$ cat config.mk
export PLATFORM = sky130hd
export DESIGN_NAME = ra_pq_p
export DESIGN_NICKNAME = d
export VERILOG_FILES = /design/src/rtl/ra_pq_p.sv
export SDC_FILE = /design/constraint.sdc
export NUM_CORES = 1
export LEC_CHECK = 0
export ABC_AREA = 1
export CELL_PAD_IN_SITES_DETAIL_PLACEMENT = 0
export CELL_PAD_IN_SITES_GLOBAL_PLACEMENT = 1
export CORE_ASPECT_RATIO = 1.4
export CORE_MARGIN = 10
export CORE_UTILIZATION = 35
export DETAILED_ROUTE_END_ITERATION = 10
export PLACE_DENSITY = 0.8
export RECOVER_POWER = 100
export SYNTH_ARGS = -nofsm -noshare
export SYNTH_HDL_FRONTEND = slang
export SYNTH_SLANG_ARGS = --single-unit
export TNS_END_PERCENT = 50
$ cat constraint.sdc
create_clock -name clk -period 2.1 [get_ports clk]
set_input_delay 0.42 -clock clk [delete_from_list [all_inputs] [get_ports clk]]
set_output_delay 0.42 -clock clk [all_outputs]
set_load 0.03 [all_outputs]
$ cat src/rtl/ra_pq_p.sv
// ra_pq_p -- register-array priority queue.
//
// Holds up to DEPTH {key, value} entries in a sorted register array with the
// best entry always at slot 0. Supports enqueue, dequeue and replace
// (dequeue + enqueue in one operation). Ties are kept in arrival order.
// Each accepted operation takes two cycles: the request and the per-slot
// compare vector are captured on the accept edge, and the array is rewritten
// on the following edge.
//
// Parameters:
//   KW        key width
//   VW        value width
//   DEPTH     number of entries (>= 2)
//   MIN_FIRST 1: smallest key at head, 0: largest key at head
//
// Ports:
//   clk    clock, rising edge
//   rst_n  asynchronous active-low reset, clears all state
//   enq    enqueue request (sampled when busy=0)
//   deq    dequeue request (sampled when busy=0)
//   kv_in  {key, value} to enqueue
//   kv_out {key, value} of the head entry, 0 when empty
//   empty  count == 0
//   full   count == DEPTH
//   busy   operation in progress, requests ignored
//   count  number of valid entries
//   ovf    one-cycle pulse: enqueue-only request while full (dropped)
//   udf    one-cycle pulse: dequeue request while empty
module ra_pq_p #(
    parameter int KW        = 8,
    parameter int VW        = 8,
    parameter int DEPTH     = 8,
    parameter int MIN_FIRST = 1
) (
    input  logic                       clk,
    input  logic                       rst_n,
    input  logic                       enq,
    input  logic                       deq,
    input  logic [KW+VW-1:0]           kv_in,
    output logic [KW+VW-1:0]           kv_out,
    output logic                       empty,
    output logic                       full,
    output logic                       busy,
    output logic [$clog2(DEPTH+1)-1:0] count,
    output logic                       ovf,
    output logic                       udf
);

    localparam int CW = $clog2(DEPTH+1);
    localparam logic [CW-1:0] CNT_FULL = CW'(DEPTH);
    localparam logic [CW-1:0] CNT_ONE  = CW'(1);

    typedef enum logic {
        IDLE  = 1'b0,
        SHIFT = 1'b1
    } state_t;

    // True when key a should sit ahead of key b. Equal keys are never
    // better, which is what places a new key behind its equals.
    function automatic logic is_better(input logic [KW-1:0] a, input logic [KW-1:0] b);
        if (MIN_FIRST != 0) begin
            return a < b;
        end else begin
            return a > b;
        end
    endfunction

    state_t           state;
    logic [KW-1:0]    key_q [DEPTH];
    logic [VW-1:0]    val_q [DEPTH];
    logic [DEPTH-1:0] vld_q;

    // Captured operation
    logic             op_enq_p0;
    logic             op_deq_p0;
    logic [KW-1:0]    key_p0;
    logic [VW-1:0]    val_p0;
    logic [DEPTH-1:0] slot_p0;

    logic [KW-1:0]    in_key;
    logic [VW-1:0]    in_val;
    logic [DEPTH-1:0] slot_now;

    assign in_key = kv_in[KW+VW-1:VW];
    assign in_val = kv_in[VW-1:0];

    // slot_now[i]: the new item belongs at or before slot i. Because the
    // array is sorted and empty slots count as "worse", this vector is
    // monotone: zeros followed by ones.
    always_comb begin
        slot_now = '0;
        for (int i = 0; i < DEPTH; i++) begin
            slot_now[i] = !vld_q[i] || is_better(in_key, key_q[i]);
        end
    end

    assign kv_out = {key_q[0], val_q[0]};
    assign empty  = (count == '0);
    assign full   = (count == CNT_FULL);
    assign busy   = (state == SHIFT);

    // ---- stage p0 -> array update ----
    // src_*: array after the optional head removal; the compare vector is
    // shifted with it so the insertion point stays correct for a replace.
    logic [KW-1:0]    src_key [DEPTH];
    logic [VW-1:0]    src_val [DEPTH];
    logic [DEPTH-1:0] src_vld;
    logic [DEPTH-1:0] src_slot;

    always_comb begin
        src_key  = '{default: '0};
        src_val  = '{default: '0};
        src_vld  = '0;
        src_slot = '0;
        for (int i = 0; i < DEPTH-1; i++) begin
            src_key[i]  = op_deq_p0 ? key_q[i+1]   : key_q[i];
            src_val[i]  = op_deq_p0 ? val_q[i+1]   : val_q[i];
            src_vld[i]  = op_deq_p0 ? vld_q[i+1]   : vld_q[i];
            src_slot[i] = op_deq_p0 ? slot_p0[i+1] : slot_p0[i];
        end
        src_key[DEPTH-1]  = op_deq_p0 ? '0   : key_q[DEPTH-1];
        src_val[DEPTH-1]  = op_deq_p0 ? '0   : val_q[DEPTH-1];
        src_vld[DEPTH-1]  = op_deq_p0 ? 1'b0 : vld_q[DEPTH-1];
        src_slot[DEPTH-1] = op_deq_p0 ? 1'b1 : slot_p0[DEPTH-1];
    end

    // prv_*: the neighbour above each slot, used when entries move down.
    logic [KW-1:0]    prv_key [DEPTH];
    logic [VW-1:0]    prv_val [DEPTH];
    logic [DEPTH-1:0] prv_vld;
    logic [DEPTH-1:0] prv_slot;

    always_comb begin
        prv_key  = '{default: '0};
        prv_val  = '{default: '0};
        prv_vld  = '0;
        prv_slot = '0;
        for (int i = 1; i < DEPTH; i++) begin
            prv_key[i]  = src_key[i-1];
            prv_val[i]  = src_val[i-1];
            prv_vld[i]  = src_vld[i-1];
            prv_slot[i] = src_slot[i-1];
        end
    end

    logic             do_ins;
    logic [KW-1:0]    nxt_key [DEPTH];
    logic [VW-1:0]    nxt_val [DEPTH];
    logic [DEPTH-1:0] nxt_vld;
    logic [CW-1:0]    nxt_count;

    // A replace always has room since the head has already been removed.
    assign do_ins = op_enq_p0 && (op_deq_p0 || !full);

    always_comb begin
        nxt_key = '{default: '0};
        nxt_val = '{default: '0};
        nxt_vld = '0;
        for (int i = 0; i < DEPTH; i++) begin
            if (do_ins && src_slot[i]) begin
                if (!prv_slot[i]) begin
                    nxt_key[i] = key_p0;
                    nxt_val[i] = val_p0;
                    nxt_vld[i] = 1'b1;
                end else begin
                    nxt_key[i] = prv_key[i];
                    nxt_val[i] = prv_val[i];
                    nxt_vld[i] = prv_vld[i];
                end
            end else begin
                nxt_key[i] = src_key[i];
                nxt_val[i] = src_val[i];
                nxt_vld[i] = src_vld[i];
            end
        end
    end

    always_comb begin
        case ({op_enq_p0, op_deq_p0})
            2'b11:   nxt_count = empty ? CNT_ONE : count;
            2'b01:   nxt_count = empty ? count : count - CNT_ONE;
            2'b10:   nxt_count = full ? count : count + CNT_ONE;
            default: nxt_count = count;
        endcase
    end

    always_ff @(posedge clk or negedge rst_n) begin
        if (!rst_n) begin
            state     <= IDLE;
            key_q     <= '{default: '0};
            val_q     <= '{default: '0};
            vld_q     <= '0;
            count     <= '0;
            ovf       <= 1'b0;
            udf       <= 1'b0;
            op_enq_p0 <= 1'b0;
            op_deq_p0 <= 1'b0;
            key_p0    <= '0;
            val_p0    <= '0;
            slot_p0   <= '0;
        end else begin
            ovf <= 1'b0;
            udf <= 1'b0;
            case (state)
                IDLE: begin
                    // ---- accept -> stage p0 ----
                    if (enq || deq) begin
                        op_enq_p0 <= enq;
                        op_deq_p0 <= deq;
                        key_p0    <= in_key;
                        val_p0    <= in_val;
                        slot_p0   <= slot_now;
                        ovf       <= enq && !deq && full;
                        udf       <= deq && empty;
                        state     <= SHIFT;
                    end
                end
                SHIFT: begin
                    key_q <= nxt_key;
                    val_q <= nxt_val;
                    vld_q <= nxt_vld;
                    count <= nxt_count;
                    state <= IDLE;
                end
                default: state <= IDLE;
            endcase
        end
    end

endmodule

==> results.md, run 1 <==
- Status: complete, no violations
- Layout cells sized above 1: 5.684%
- Synthesized area per cell: 6.496 µm²
- Hold Slack: 475.0 ps
- Placed Instance Area: 12970 µm²
- Routed wire length: 33070 µm
- Yosys reg bits: 169
- GRT Resource Usage Total: 15.88%
- Placed Instances: 2283
- Setup tns final: 0 ps
- Chip width: 177.5 µm
- Area Growth Syn to Fin: 10.88%
- Routed Antenna Nets: 0
- Lkg Pwr: 7.039 nW
- Setup Skew: 10.33 ps
- Clock Latency Late Sink: 460 ps
- Post-CTS Setup Inserts: 0
- Drt pass-1 iters: 8
- RSZ-0062 raised after global routing: true
- Drt first-iter violations: 742
- Largest net degree at the start of global routing: 119
- Largest cells by area after synthesis: dfrtp_1 (35%), nand2_1 (27%), o21ai_0 (8.7%), ha_1 (6.3%), nand3_1 (5.1%)
- Die Area: 42710 µm²
- Vias per std cell: 4.756
- Initial antenna violation count: 0
- Post-Layout Cell Count: 2316
- VDD IR-drop max: 0.6264 mV
- Fillers: 3671
- Pint: 10.48 mW
- Vias in the first global route: 10570
- Yosys top cell area share: 34.78%
- Root buffer cell: clkbuf_16
- Final worst setup slack: 55.63 ps
- Gate power share: 51.3%
- Min Tclk post-route: 2044 ps
- Wire length of the first global-routing pass: 55120 µm
- H-tree depth: 4
- Final setup viols: 0
- GRT Residual Overflow: 0
- Signal arrival time at the worst endpoint: 1620 ps
- Worst R2R Setup Slack: 160 ps
- Clk pwr share: 17.9%
- Max_cap viols: 0
- Max Clk Rate: 489.1 MHz
- Worst setup EP type: output port
- Cells along the critical path: clkdlybuf4s50_1
- Cell area after synthesis: 12160 µm²
- CP max-delay cell: clkdlybuf4s50_1
- Core Box Area: 34230 µm²
- Drt wl/cell: 14.28 µm
- Final Max Tran Viols: 0
- Cts bufs inserted: 17
- CTS tree: yes
- Sequential area share after synthesis: 34.78%
- Fin crit share: 97.35%
- Syn. warnings: 0
- Drc violations: 0
- Crit path buffers/inverters: 1
- Dpl hpwl: 23250 µm
- CTS Buffer Depth: 2
- Sw Share: 46.53%
- Initial Util: 35.52%
- Num Clock Sinks: 169
- Worst Hold Class: in -> async
- Critical path class: reg -> out
- Nets: 1934
- Crit start category: flip-flop
- CP top delay family: buffers and inverters
- Final Hold Viols: 0
- Syn nets: 1954
- IO buf count: 44
- Sw Pwr: 9.120 mW
- Worst-path maximum fanout: 4
- Crit-path max cell delay: 710 ps
- DR vias: 11014
- Worst Tran Pin Value: 980.4 ps
- Crit path required time: 1680 ps
- Sequential share of power: 30.8%
- Io pins: 45
- Die Y: 240.6 µm
- Post-Synthesis Cells: 1872
- PwrDens: 1454 nW/µm²
- Slew headroom: 34.64%
- Worst Setup SP: kv_out[11]
- # diodes: 0
- Post-synth top area cell: dfrtp_1
- Library cells used by synthesis: 33
- Final non-filler cell area: 13480 µm²
- GPL Wtd Cong: 0.8177
- R2R Path Start: count[1]
- Clk slew on worst S/H paths: 70 ps
- Worst slack, placed: 162.6 ps
- Rows: 80
[stage by stage]
stage          total power, mW  util (%)
6_report                 19.60     39.39
2_1_floorplan            13.80         -
3_3_place_gp             16.13     37.88
5_1_grt                  21.76     39.39
4_1_cts                  19.99     39.78
3_5_place_dp             16.37     37.88
[power by group through the flow]
stage                     clock, mW  combinational [mW]  sequential, mW
final                          3.52                10.0            6.03
after global routing           3.72                11.8            6.26
after CTS                      3.62                10.3            6.03
after detailed placement          0                10.3            6.09
after global placement            0                10.1            6.02
after floorplan                   0                8.21            5.60
[cell usage in the layout, fill, tap and decap left out, types with 7 or more instances in the layout]
cell type	Yosys	layout
nor2_1	48	49
clkdlybuf4s50_1	0	28
ha_1	61	60
inv_2	4	7
o21ai_1	42	36
nand2_1	870	870
inv_1	134	133
o21ai_0	211	219
buf_4	29	25
clkbuf_2	0	9
nand3_1	124	125
dfrtp_1	169	167
a21oi_1	34	34
dlygate4sd3_1	0	11
o21a_1	8	8
clkbuf_16	0	17
[layer usage]
metal	global-route usage, %	share of wire [%]
met3	2.237	3.2
met2	27.97	49
met4	5.671	2.0
met5	0	0
met1	19.26	46
[kinds of logic after synthesis]
group	share of synthesized area [%]
AO/OA/AOI/OAI	12.91
XOR/XNOR	0.2161
adder cells (fa/ha/maj)	6.441
buffers and inverters	10.49
flip-flops	34.78
AND/OR/NAND/NOR	35.16
[worst paths after layout]
| kind | endpoint | cells past startpoint |
|---|---|---|
| max | kv_out[11] | 1 |
| min | count[0] | 2 |
| max reg2reg | key_q[2] | 9 |
| min reg2reg | val_q[11] | 2 |
| max in group asynchronous | key_q[43] | 3 |
| min in group clk | val_q[11] | 2 |
[state kept, by name, summed over array words and instances, names as in the netlist]
name / flops
val_q: 56
udf: 1
kv_out: 16
op_deq_p0: 1
count: 4
key_p0: 8
val_p0: 8
key_q: 56
slot_p0: 8
vld_q: 8
ovf: 1
busy: 1
op_enq_p0: 1
[what timing repair did]
| action | in CTS | in global routing |
|---|---|---|
| gates resized for setup | 7 | 2 |
| setup endpoints to repair | 4 | 2 |
| hold buffers | 1 | 0 |
| hold endpoints to repair | 39 | 0 |
[cell type report]
class / count / area [µm²] / area share, %
Clock buffer: 19 / 452.9 / 3.359
Timing Repair Buffer: 92 / 848.3 / 6.292
Inverter: 144 / 546.8 / 4.055
Multi-Input combinational cell: 1428 / 6645 / 49.29
Sequential cell: 169 / 4237 / 31.42
Clock inverter: 13 / 188.9 / 1.401
Tap cell: 451 / 564.3 / 4.185
[synth_stat cells]
cell,n
a21oi_1,34
a31oi_1,1
and2_1,6
buf_1,6
buf_2,41
buf_4,29
buf_6,8
buf_8,1
clkbuf_1,46
clkinv_1,1
dfrtp_1,169
fa_1,1
ha_1,61
inv_1,134
inv_2,4
inv_4,5
nand2_1,870
nand2_4,1
nand3_1,124
nand3_2,1
nand3_4,6
nand4_1,1
nand4_4,1
nor2_1,48
nor2_2,2
nor3_1,1
o21a_1,8
o21ai_0,211
o21ai_1,42
o21ai_2,4
o21ai_4,2
xnor2_1,1
xor2_1,2
Note: power is estimated with default switching activity, not from simulation.
==> run 2: changes to the inputs <==
--- a/config.mk
+++ b/config.mk
@@ -10,10 +10,9 @@
 export CELL_PAD_IN_SITES_GLOBAL_PLACEMENT = 1
 export CORE_ASPECT_RATIO = 1.4
 export CORE_MARGIN = 10
-export CORE_UTILIZATION = 35
+export CORE_UTILIZATION = 40
 export DETAILED_ROUTE_END_ITERATION = 10
-export PLACE_DENSITY = 0.8
-export RECOVER_POWER = 100
+export PLACE_DENSITY = 0.88
 export SYNTH_ARGS = -nofsm -noshare
 export SYNTH_HDL_FRONTEND = slang
 export SYNTH_SLANG_ARGS = --single-unit
==> run 2 against run 1 <==
Against the previous run: worst setup slack improved by 37 ps; die area decreased by 11%; maximum frequency increased by 1.8%; first-iteration DRC count increased by 7.0%; clock power decreased by 7.7%; via count increased by 0.84%; core utilization increased by 5.4 points; flip-flop and latch count unchanged; final cell count decreased by 2.9%; wire length decreased by 2.7%.
==> results.md, run 2 (synthesis results as in run 1) <==
- Status: complete, no violations (unchanged)
- Root buffer cell: clkbuf_16 (unchanged)
- Die Y: 226.3 µm (was 240.6 µm)
- Most common cell after layout, fill and taps aside: nand2_1 (unchanged)
- Final Hold Viols: 0 (unchanged)
- Clk slew on worst S/H paths: 80 ps (was 70 ps)
- Cells along the critical path: clkdlybuf4s50_1 (unchanged)
- Core Box Area: 30030 µm² (was 34230 µm²)
- Cts bufs inserted: 17 (unchanged)
- Num Clock Sinks: 169 (unchanged)
- Rows: 75 (was 80)
- Signal arrival time at the worst endpoint: 1590 ps (was 1620 ps)
- RSZ-0062 raised after global routing: false (was true)
- Critical path class: reg -> out (unchanged)
- Lkg Pwr: 7.071 nW (was 7.039 nW)
- Worst Tran Pin Value: 710.1 ps (was 980.4 ps)
- Chip width: 167.4 µm (was 177.5 µm)
- Final worst setup slack: 92.76 ps (was 55.63 ps)
- Setup Skew: 9.553 ps (was 10.33 ps)
- Drt wl/cell: 14.31 µm (was 14.28 µm)
- CP top delay family: buffers and inverters (unchanged)
- Slew headroom: 52.66% (was 34.64%)
- Crit-path max cell delay: 700 ps (was 710 ps)
- Total power: 19.46 mW (was 19.60 mW)
- Worst setup EP type: output port (unchanged)
- Layout cells sized above 1: 6.062% (was 5.684%)
- Worst slack, placed: 123.7 ps (was 162.6 ps)
- Final setup viols: 0 (unchanged)
- Max_cap viols: 0 (unchanged)
- Die Area: 37870 µm² (was 42710 µm²)
- R2R Path Start: op_deq_p0 (was count[1])
- Initial antenna violation count: 0 (unchanged)
- Worst Reg-to-Reg Cells: 9 (unchanged)
- Drc violations: 0 (unchanged)
- GRT Resource Usage Total: 17.15% (was 15.88%)
- Fin crit share: 95.58% (was 97.35%)
- Drt first-iter violations: 794 (was 742)
- Nets: 1933 (was 1934)
- Setup tns final: 0 ps (unchanged)
- Final Max Tran Viols: 0 (unchanged)
- H-tree depth: 4 (unchanged)
- Footprint of the multi-input gates: 6673 µm² (was 6645 µm²)
- CTS Buffer Depth: 2 (unchanged)
- Largest net degree at the start of global routing: 119 (unchanged)
- Critical Path Stages: 1 (unchanged)
- Worst-path maximum fanout: 4 (unchanged)
- Vias in the first global route: 10500 (was 10570)
- PwrDens: 1446 nW/µm² (was 1454 nW/µm²)
- Sequential cell area: 4237 µm² (unchanged)
- Wire length of the first global-routing pass: 53760 µm (was 55120 µm)
- Post-CTS Setup Inserts: 0 (unchanged)
- Min Tclk post-route: 2007 ps (was 2044 ps)
- DR vias: 11107 (was 11014)
- R2R Path End: count[3] (was key_q[2])
- IO buf count: 44 (unchanged)
- Post-Layout Cell Count: 2249 (was 2316)
- Routed wire length: 32180 µm (was 33070 µm)
- Dpl hpwl: 22760 µm (was 23250 µm)
- Drt pass-1 iters: 7 (was 8)
- GRT Residual Overflow: 0 (unchanged)
- Area Growth Syn to Fin: 10.69% (was 10.88%)
- VDD IR-drop max: 0.7554 mV (was 0.6264 mV)
- Initial Util: 40.50% (was 35.52%)
- CP max-delay cell: clkdlybuf4s50_1 (unchanged)
- GPL Wtd Cong: 0.8629 (was 0.8177)
- Worst R2R Setup Slack: 200 ps (was 160 ps)
- Io pins: 45 (unchanged)
- Placed Instances: 2216 (was 2283)
- Crit start category: flip-flop (unchanged)
- Fillers: 3128 (was 3671)
- # diodes: 0 (unchanged)
- CTS tree: yes (unchanged)
- Crit path buffers/inverters: 1 (unchanged)
- Vias per std cell: 4.939 (was 4.756)
- Routed Antenna Nets: 0 (unchanged)
- Crit path required time: 1680 ps (about the same)
- Most frequent cells in the layout: nand2_1 (870), o21ai_0 (211), dfrtp_1 (167), inv_1 (132), nand3_1 (124) (was nand2_1 (870), o21ai_0 (219), dfrtp_1 (167), inv_1 (133), nand3_1 (125))
- Max Clk Rate: 498.2 MHz (was 489.1 MHz)
- Layout Utilization: 44.82% (was 39.39%)
- Clock Latency Late Sink: 470 ps (was 460 ps)
- Worst Hold Class: in -> async (unchanged)
## run 2: cell count changes in the layout (fill, tap and decap cells not counted), moves of 6 or more
cell,delta
o21ai_0,-8
buf_4,+12
o21ai_1,+6
inv_8,+10
dlygate4sd3_1,-10
clkbuf_2,-9
clkdlybuf4s50_1,+9
## run 2: stage by stage
step | area [µm²] | hold WS, ps
after global placement | 12850 | 340.1
after detailed placement | 12850 | 345.4
after floorplan | 12170 | 124.4
after global routing | 13460 | 469.8
final | 13460 | 425.0
after CTS | 13450 | 446.7
## run 2: worst max-delay path by stage
stage | start | end | slack (ps)
floorplan | op_deq_p0 | count[3] | 40
global placement | kv_in[9] | slot_p0[0] | 140
detailed placement | kv_in[9] | slot_p0[7] | 120
CTS | kv_out[13] | kv_out[13] | 40
global route | kv_out[13] | kv_out[13] | 20
finish | kv_out[13] | kv_out[13] | 90
## run 2: repair_timing
item                                    in CTS  in global routing
cloned                                       0                  0
hold buffers                                 1                  0
resized for setup                            7                  5
endpoints found under the setup margin       3                  2
pin swaps                                    0                  0
endpoints found under the hold margin       24                  0
## run 2: cell type report
type	count	area share (%)
Clock buffer	17	3.160
Tap cell	385	3.579
Sequential cell	169	31.47
Clock inverter	15	1.218
Multi-Input combinational cell	1428	49.57
Inverter	144	4.127
Timing Repair Buffer	91	6.869
## run 2: power by group
group	switching, mW	internal [mW]	leakage (nW)	total [mW]
logic	6.37	3.80	4.74	10.2
clock network	1.64	1.62	0.295	3.25
registers	1.30	4.74	2.04	6.04
total	9.31	10.2	7.07	19.5
## run 2: routing by layer
| metal | global-route usage, % | share of wire, % |
|---|---|---|
| met3 | 2.824 | 3.7 |
| met5 | 0 | 0 |
| met1 | 20.26 | 44 |
| met4 | 6.837 | 2.6 |
| met2 | 30.26 | 50 |
